### src/rtl/mem_responder.sv
// 256x8 request/response memory: captures a request, idles WAIT_STATES cycles, then performs it;
// Ready pulses WAIT_STATES+1 cycles after capture; Mem_CS deasserted during WAIT aborts, no other backpressure.
module mem_responder #(
  parameter int WAIT_STATES = 2
) (
  input  logic       Clock,
  input  logic       Reset,
  input  logic       Mem_CS,
  input  logic       Mem_WR,
  input  logic [7:0] Address,
  input  logic [7:0] Data_In,
  output logic [7:0] Mem_Out,
  output logic       Ready,
  output logic       Busy
);

  typedef enum logic [1:0] {S_IDLE, S_WAIT, S_ACCESS} state_t;

  localparam logic [2:0] CNT_INIT = (WAIT_STATES == 0) ? 3'd0 : 3'(WAIT_STATES - 1);

  state_t     state, state_nxt;
  logic [2:0] cnt, cnt_nxt;
  logic [7:0] addr_q, data_q;
  logic       wr_q;
  logic       armed;
  logic       capture;
  logic       do_op;
  logic       op_wr;
  logic [7:0] op_addr, op_data;
  logic [7:0] mem [256];

  // armed is cleared asynchronously by reset, so nothing is captured or written
  // while reset is held or on the first edge after release.
  assign capture = (state == S_IDLE) && !Mem_CS && armed;

  always_comb begin
    state_nxt = state;
    cnt_nxt   = cnt;
    do_op     = 1'b0;
    op_wr     = wr_q;
    op_addr   = addr_q;
    op_data   = data_q;
    case (state)
      S_IDLE: begin
        if (capture) begin
          if (WAIT_STATES == 0) begin
            // No wait phase: the capture edge is also the access edge, so use live inputs.
            state_nxt = S_ACCESS;
            do_op     = 1'b1;
            op_wr     = Mem_WR;
            op_addr   = Address;
            op_data   = Data_In;
          end else begin
            state_nxt = S_WAIT;
            cnt_nxt   = CNT_INIT;
          end
        end
      end
      S_WAIT: begin
        if (Mem_CS) begin
          state_nxt = S_IDLE;
          cnt_nxt   = 3'd0;
        end else if (cnt == 3'd0) begin
          state_nxt = S_ACCESS;
          do_op     = 1'b1;
        end else begin
          cnt_nxt = cnt - 3'd1;
        end
      end
      S_ACCESS: state_nxt = S_IDLE;
      default:  state_nxt = S_IDLE;
    endcase
  end

  always_ff @(posedge Clock or negedge Reset) begin
    if (!Reset) begin
      state   <= S_IDLE;
      cnt     <= 3'd0;
      addr_q  <= 8'h00;
      data_q  <= 8'h00;
      wr_q    <= 1'b0;
      armed   <= 1'b0;
      Mem_Out <= 8'h00;
    end else begin
      state <= state_nxt;
      cnt   <= cnt_nxt;
      armed <= 1'b1;
      if (capture) begin
        addr_q <= Address;
        data_q <= Data_In;
        wr_q   <= Mem_WR;
      end
      if (do_op && !op_wr) Mem_Out <= mem[op_addr];
    end
  end

  // Storage survives reset by design.
  always_ff @(posedge Clock) begin
    if (do_op && op_wr) mem[op_addr] <= op_data;
  end

  assign Ready = (state == S_ACCESS);
  assign Busy  = (state != S_IDLE);

endmodule

### config.mk
export PLATFORM = sky130hd
export DESIGN_NAME = mem_responder
export DESIGN_NICKNAME = d
export VERILOG_FILES = /design/src/rtl/mem_responder.sv
export SDC_FILE = /design/constraint.sdc
export NUM_CORES = 2
export LEC_CHECK = 0
export BUFFER_PORTS_ARGS = -buffer_cell sky130_fd_sc_hd__buf_2
export CAP_MARGIN = 20
export CELL_PAD_IN_SITES_DETAIL_PLACEMENT = 1
export CELL_PAD_IN_SITES_GLOBAL_PLACEMENT = 2
export CORE_MARGIN = 10
export CORE_UTILIZATION = 51
export DETAILED_ROUTE_END_ITERATION = 8
export PLACE_DENSITY = 0.89
export SETUP_SLACK_MARGIN = 0.1
export SKIP_LAST_GASP = 1
export SLEW_MARGIN = 20
export SYNTH_ARGS = -nofsm -noshare
export SYNTH_HDL_FRONTEND = slang
export SYNTH_SLANG_ARGS = --single-unit
export TNS_END_PERCENT = 50
### constraint.sdc
create_clock -name Clock -period 4.7 [get_ports Clock]
set_clock_uncertainty 0.2 [all_clocks]
set_input_delay 0.94 -clock Clock [delete_from_list [all_inputs] [get_ports Clock]]
set_output_delay 0.94 -clock Clock [all_outputs]
set_load 0.01 [all_outputs]
# After elaboration in Yosys (flattened, before gate mapping)

Memories as Yosys holds them, arrays and structs flattened. A register that Yosys moved wholly into a read port is not among the register bits.
Cells that the tools add are included.
W data, S select, Z words.

Flip-flop bits (word level): 23
RAM bits: 2048
Bits of input ports: 20
Output and inout bits: 10
Word-level logic and storage cells: 39
Memories: 1

Memory list:

| name | depth | width | rd ports | clocked after memory_dff | wr ports | RTL line | text |
|---|---|---|---|---|---|---|---|
| mem  | 256   | 8     | 1        | 1                        | 1        | 30       | `logic [7:0] mem [256];` |

Add/subtract/negate cells: 1
Equality and inequality tests: 5
Mux-type cells: 13
Reductions and logical operators: 13

Operator list:

| operator              | number |
|---|---|
| $mux W3               | 3 |
| $mux W2               | 3 |
| $ne A3 B3 Y1 const B  | 2 |
| $pmux W3 S2           | 1 |
| $mux W1               | 5 |
| $logic_and A1 B1 Y1   | 4 |
| $pmux W2 S2           | 1 |
| $reduce_bool A2 Y1    | 2 |
| $logic_not A1 Y1      | 3 |
| $logic_not A3 Y1      | 1 |
| $reduce_and A3 Y1     | 1 |
| $sub A3 B1 Y3 const B | 1 |
| $eq A2 B1 Y1 const B  | 1 |
| $eq A2 B2 Y1 const B  | 1 |
| $logic_not A2 Y1      | 1 |
| $ne A2 B2 Y1 const B  | 1 |
| $reduce_and A2 Y1     | 1 |

# Longest topological paths before layout

Word-level depth: 7
Mapped depth: 13

# Least setup slack after synthesis

Ideal clock, no wire load.

Path type: reg-to-reg
From: register data_q[0]
To: memory mem[0][0], data pin
Arrival: 3.181 ns
Data required time: 3.697 ns
Setup slack: 0.516 ns
Stages on the path, launching flop included: 1
Path buffers: 0
Clock period less this slack: 4.184 ns
Path through: dfrtp_1

RTL lines:

| element                | RTL line | text |
|---|---|---|
| start, declared        | 23       | `logic [7:0] addr_q, data_q;` |
| start signal, assigned | 90       | `data_q <= Data_In;` |
| end, declared          | 30       |  |

No word-level cell before the write port.

==> results.sh <==
export IMPL_outcome="finished, final reports clean"
export IMPL_dieArea_um2=176000
export IMPL_p_leak_nw=29.1
export IMPL_cp_num_cells=8
export IMPL_relSlewSlack=0.185
export IMPL_regArea_um2=62300
export IMPL_place_ws_ns=0.409
export IMPL_cts_inserted_buffers=204
export IMPL_first_global_vias=45300
export IMPL_pwr_share_comb=0.215
export IMPL_finalSetupTns_ns=0
export IMPL_swShare=0.300
export IMPL_areaGrowthSynthToFinish_pct=13.0
export IMPL_row_count=146
export IMPL_coreArea_um2=158000
export IMPL_grt_setup_unrepaired="no"
export IMPL_place_hpwl_mm=146
export IMPL_ys_flop_type="edfxtp_1"
export IMPL_grt_use_total=0.272
export IMPL_synth_most_common_cell="edfxtp_1"
export IMPL_gp_congestion=0.879
export IMPL_cp_start_kind="flip-flop"
export IMPL_synth_largest_area_cell="edfxtp_1"
export IMPL_cpMostUsedCell="a22oi_1"
export IMPL_synth_area_um2=81200
export IMPL_drive_gt1_frac=0.250
export IMPL_start_util=0.513
export IMPL_path_delay_family="compound AO/OA/AOI/OAI gates"
export IMPL_crit_slowest_cell="dfrtp_4"
export IMPL_drv_cap=0
export IMPL_clock_sinks=2079
export IMPL_slowest_delay_ns=0.90
export IMPL_drv_slew=0
export IMPL_ys_seq_elements=2079
export IMPL_grt_max_degree=153
export IMPL_ys_top_cells_by_count="edfxtp_1, mux4_2, nor2_1, mux2i_1, nand2_1"
export IMPL_crit_required_ns=5.27
export IMPL_multi_input_area_um2=17500
export IMPL_cp_arrival_ns=4.82
export IMPL_vias=43200
export IMPL_ir_drop_mv=0.702
export IMPL_grt_ovfl_total=0
export IMPL_crit_path_end_kind="flip-flop"
export IMPL_ios=30
export IMPL_pwr_share_clk=0.327
export IMPL_die_w_um=419
export IMPL_synth_top_cell_area_share=0.757
export IMPL_antenna_left=0
export IMPL_yosysWarningCount=0
export IMPL_drtIter0Drc=6398
export IMPL_final_setup_viol_count=0
export IMPL_finalNetCount=4227
export IMPL_placed_cell_area_um2=85100
export IMPL_cts_tree="built"
export IMPL_finalCriticalPeriod_ns=4.25
export IMPL_synth_edf_count=2048
export IMPL_crit_chain="and2_2 -> buf_4 -> a22oi_1 -> a22oi_1 -> a21oi_1 -> o21ai_0 -> o211ai_1 -> o32a_1"
export IMPL_switchingPower_mw=15.0
export IMPL_worstMarginPinSlew_ns=1.22
export IMPL_hold_viol=0
export IMPL_vias_per_cell=6.70
export IMPL_period_share=0.905
export IMPL_post_cts_buffers=0
export IMPL_fin_area_um2=91800
export IMPL_p_int_mw=35.0
export IMPL_path_max_fanout=30
export IMPL_path_class="reg2reg"
export IMPL_max_freq_mhz=235
export IMPL_ys_top_cells_by_area="edfxtp_1, mux4_2, mux2i_1, nor2_1, dfrtp_1"
export IMPL_power_density_nw_per_um2=545
export IMPL_p_seq_frac=0.459
export IMPL_clkSlewWorstSetupHoldPaths_ns=0.06
export IMPL_insertion_delay_ns=0.91
export IMPL_postCtsHoldBufs=0
export IMPL_yosysUniqueCellTypes=70
export IMPL_hold_class="in2async"
export IMPL_wl_per_cell_um=36.9
export IMPL_fillers=13300
export IMPL_clockBufferDepth=3
export IMPL_grt_pass1_wl_mm=342
export IMPL_drc=0
export IMPL_drt_total_wl_mm=238
export IMPL_async_reset_ff_frac=0.0149
export IMPL_htreeDepth=4
export IMPL_die_h_um=419
export IMPL_worst_slack_ns=0.449
export IMPL_ys_seq_area_frac=0.767
export IMPL_dr_pass1_iters=5
export IMPL_crit_buf_inv=1
export IMPL_avgSynthCellArea_um2=20.7
export IMPL_cts_resized=0
export IMPL_syn_inst=3927
export IMPL_antenna_found_initial=6
export IMPL_synth_fp_nets=3949
export IMPL_r2r_cells=8
export IMPL_portBuffers=29
export IMPL_cts_root_buffer="clkbuf_16"
-- power by group through the flow --
| stage | Clock [mW] | Combinational [mW] | Sequential, mW |
|---|---|---|---|
| global placement | 0 | 10.0 | 23.2 |
| finish | 16.3 | 10.7 | 22.9 |
| floorplan | 0 | 5.92 | 23.8 |
| detailed placement | 0 | 10.5 | 23.3 |
| CTS | 16.5 | 10.6 | 22.9 |
| global route | 17.2 | 11.1 | 22.9 |
-- final timing paths --
kind	startpoint	end	slack, ns
max	addr_q[3]	Mem_Out[6]	0.45
min	Reset	data_q[1]	0.004
max reg2reg	addr_q[3]	Mem_Out[6]	0.45
min reg2reg	cnt[0]	cnt[0]	0.29
max in group asynchronous	Reset	addr_q[0]	3.48
min in group Clock	Data_In[1]	data_q[1]	0.07
-- layer usage --
metal,global-route usage,part of all wire
met1,0.348,0.35
met2,0.439,0.49
met3,0.0610,0.10
met4,0.135,0.057
met5,0,0.000097
-- final cells by class --
cell class	instances	share of cell area
well taps	2072	0.0283
flip-flops and latches	2079	0.679
repair buffers	310	0.0298
inverters	8	0.000354
clock buffers	250	0.0583
multi-input cells	1602	0.190
clock inverters	130	0.0140
diodes	2	0.0000545
-- state kept, by name, indices dropped and copies added (netlist names) --
signal   flops
state        2
op_wr        1
Mem_Out      8
data_q       8
cnt          3
mem       2048
armed        1
addr_q       8
-- worst reg2reg max path, cell delays in order (launching register included) --
cell and delay [ns]:
dfrtp_4 0.90, and2_2 0.74, buf_4 0.38, a22oi_1 0.15
a22oi_1 0.24, a21oi_1 0.10, o21ai_0 0.56, o211ai_1 0.42
o32a_1 0.45
-- cell families after synthesis --
family,count (synthesis),synth area share
buf+inv,246,0.0191
flops,2079,0.767
mux,671,0.153
compound gates,321,0.0281
other cells,1,0.0000462
simple gates,607,0.0327
fa+ha+maj,2,0.000308
-- cells in the final DEF, fill, tap and decap left out, types with 32 or more instances in the layout --
master / instances
nand2_1: 127
buf_4: 242
nor2_1: 311
clkinv_1: 47
a22oi_1: 97
a21oi_1: 39
clkbuf_16: 204
nand3_1: 64
clkinv_2: 41
clkbuf_1: 39
mux4_2: 430
buf_12: 38
o21ai_0: 32
o22ai_1: 48
edfxtp_1: 2048
mux2i_1: 195
-- stage by stage --
stage                util  cells  hold WS, ns  total power, mW
floorplan               -   3927        0.240             29.7
global placement    0.537   6070        0.259             33.3
detailed placement  0.537   6070        0.275             33.8
CTS                 0.579   6450       0.0307             50.0
global route        0.579   6452       0.0540             51.3
finish              0.579   6453      0.00418             50.0
Note: power is estimated with default switching activity, not from simulation.
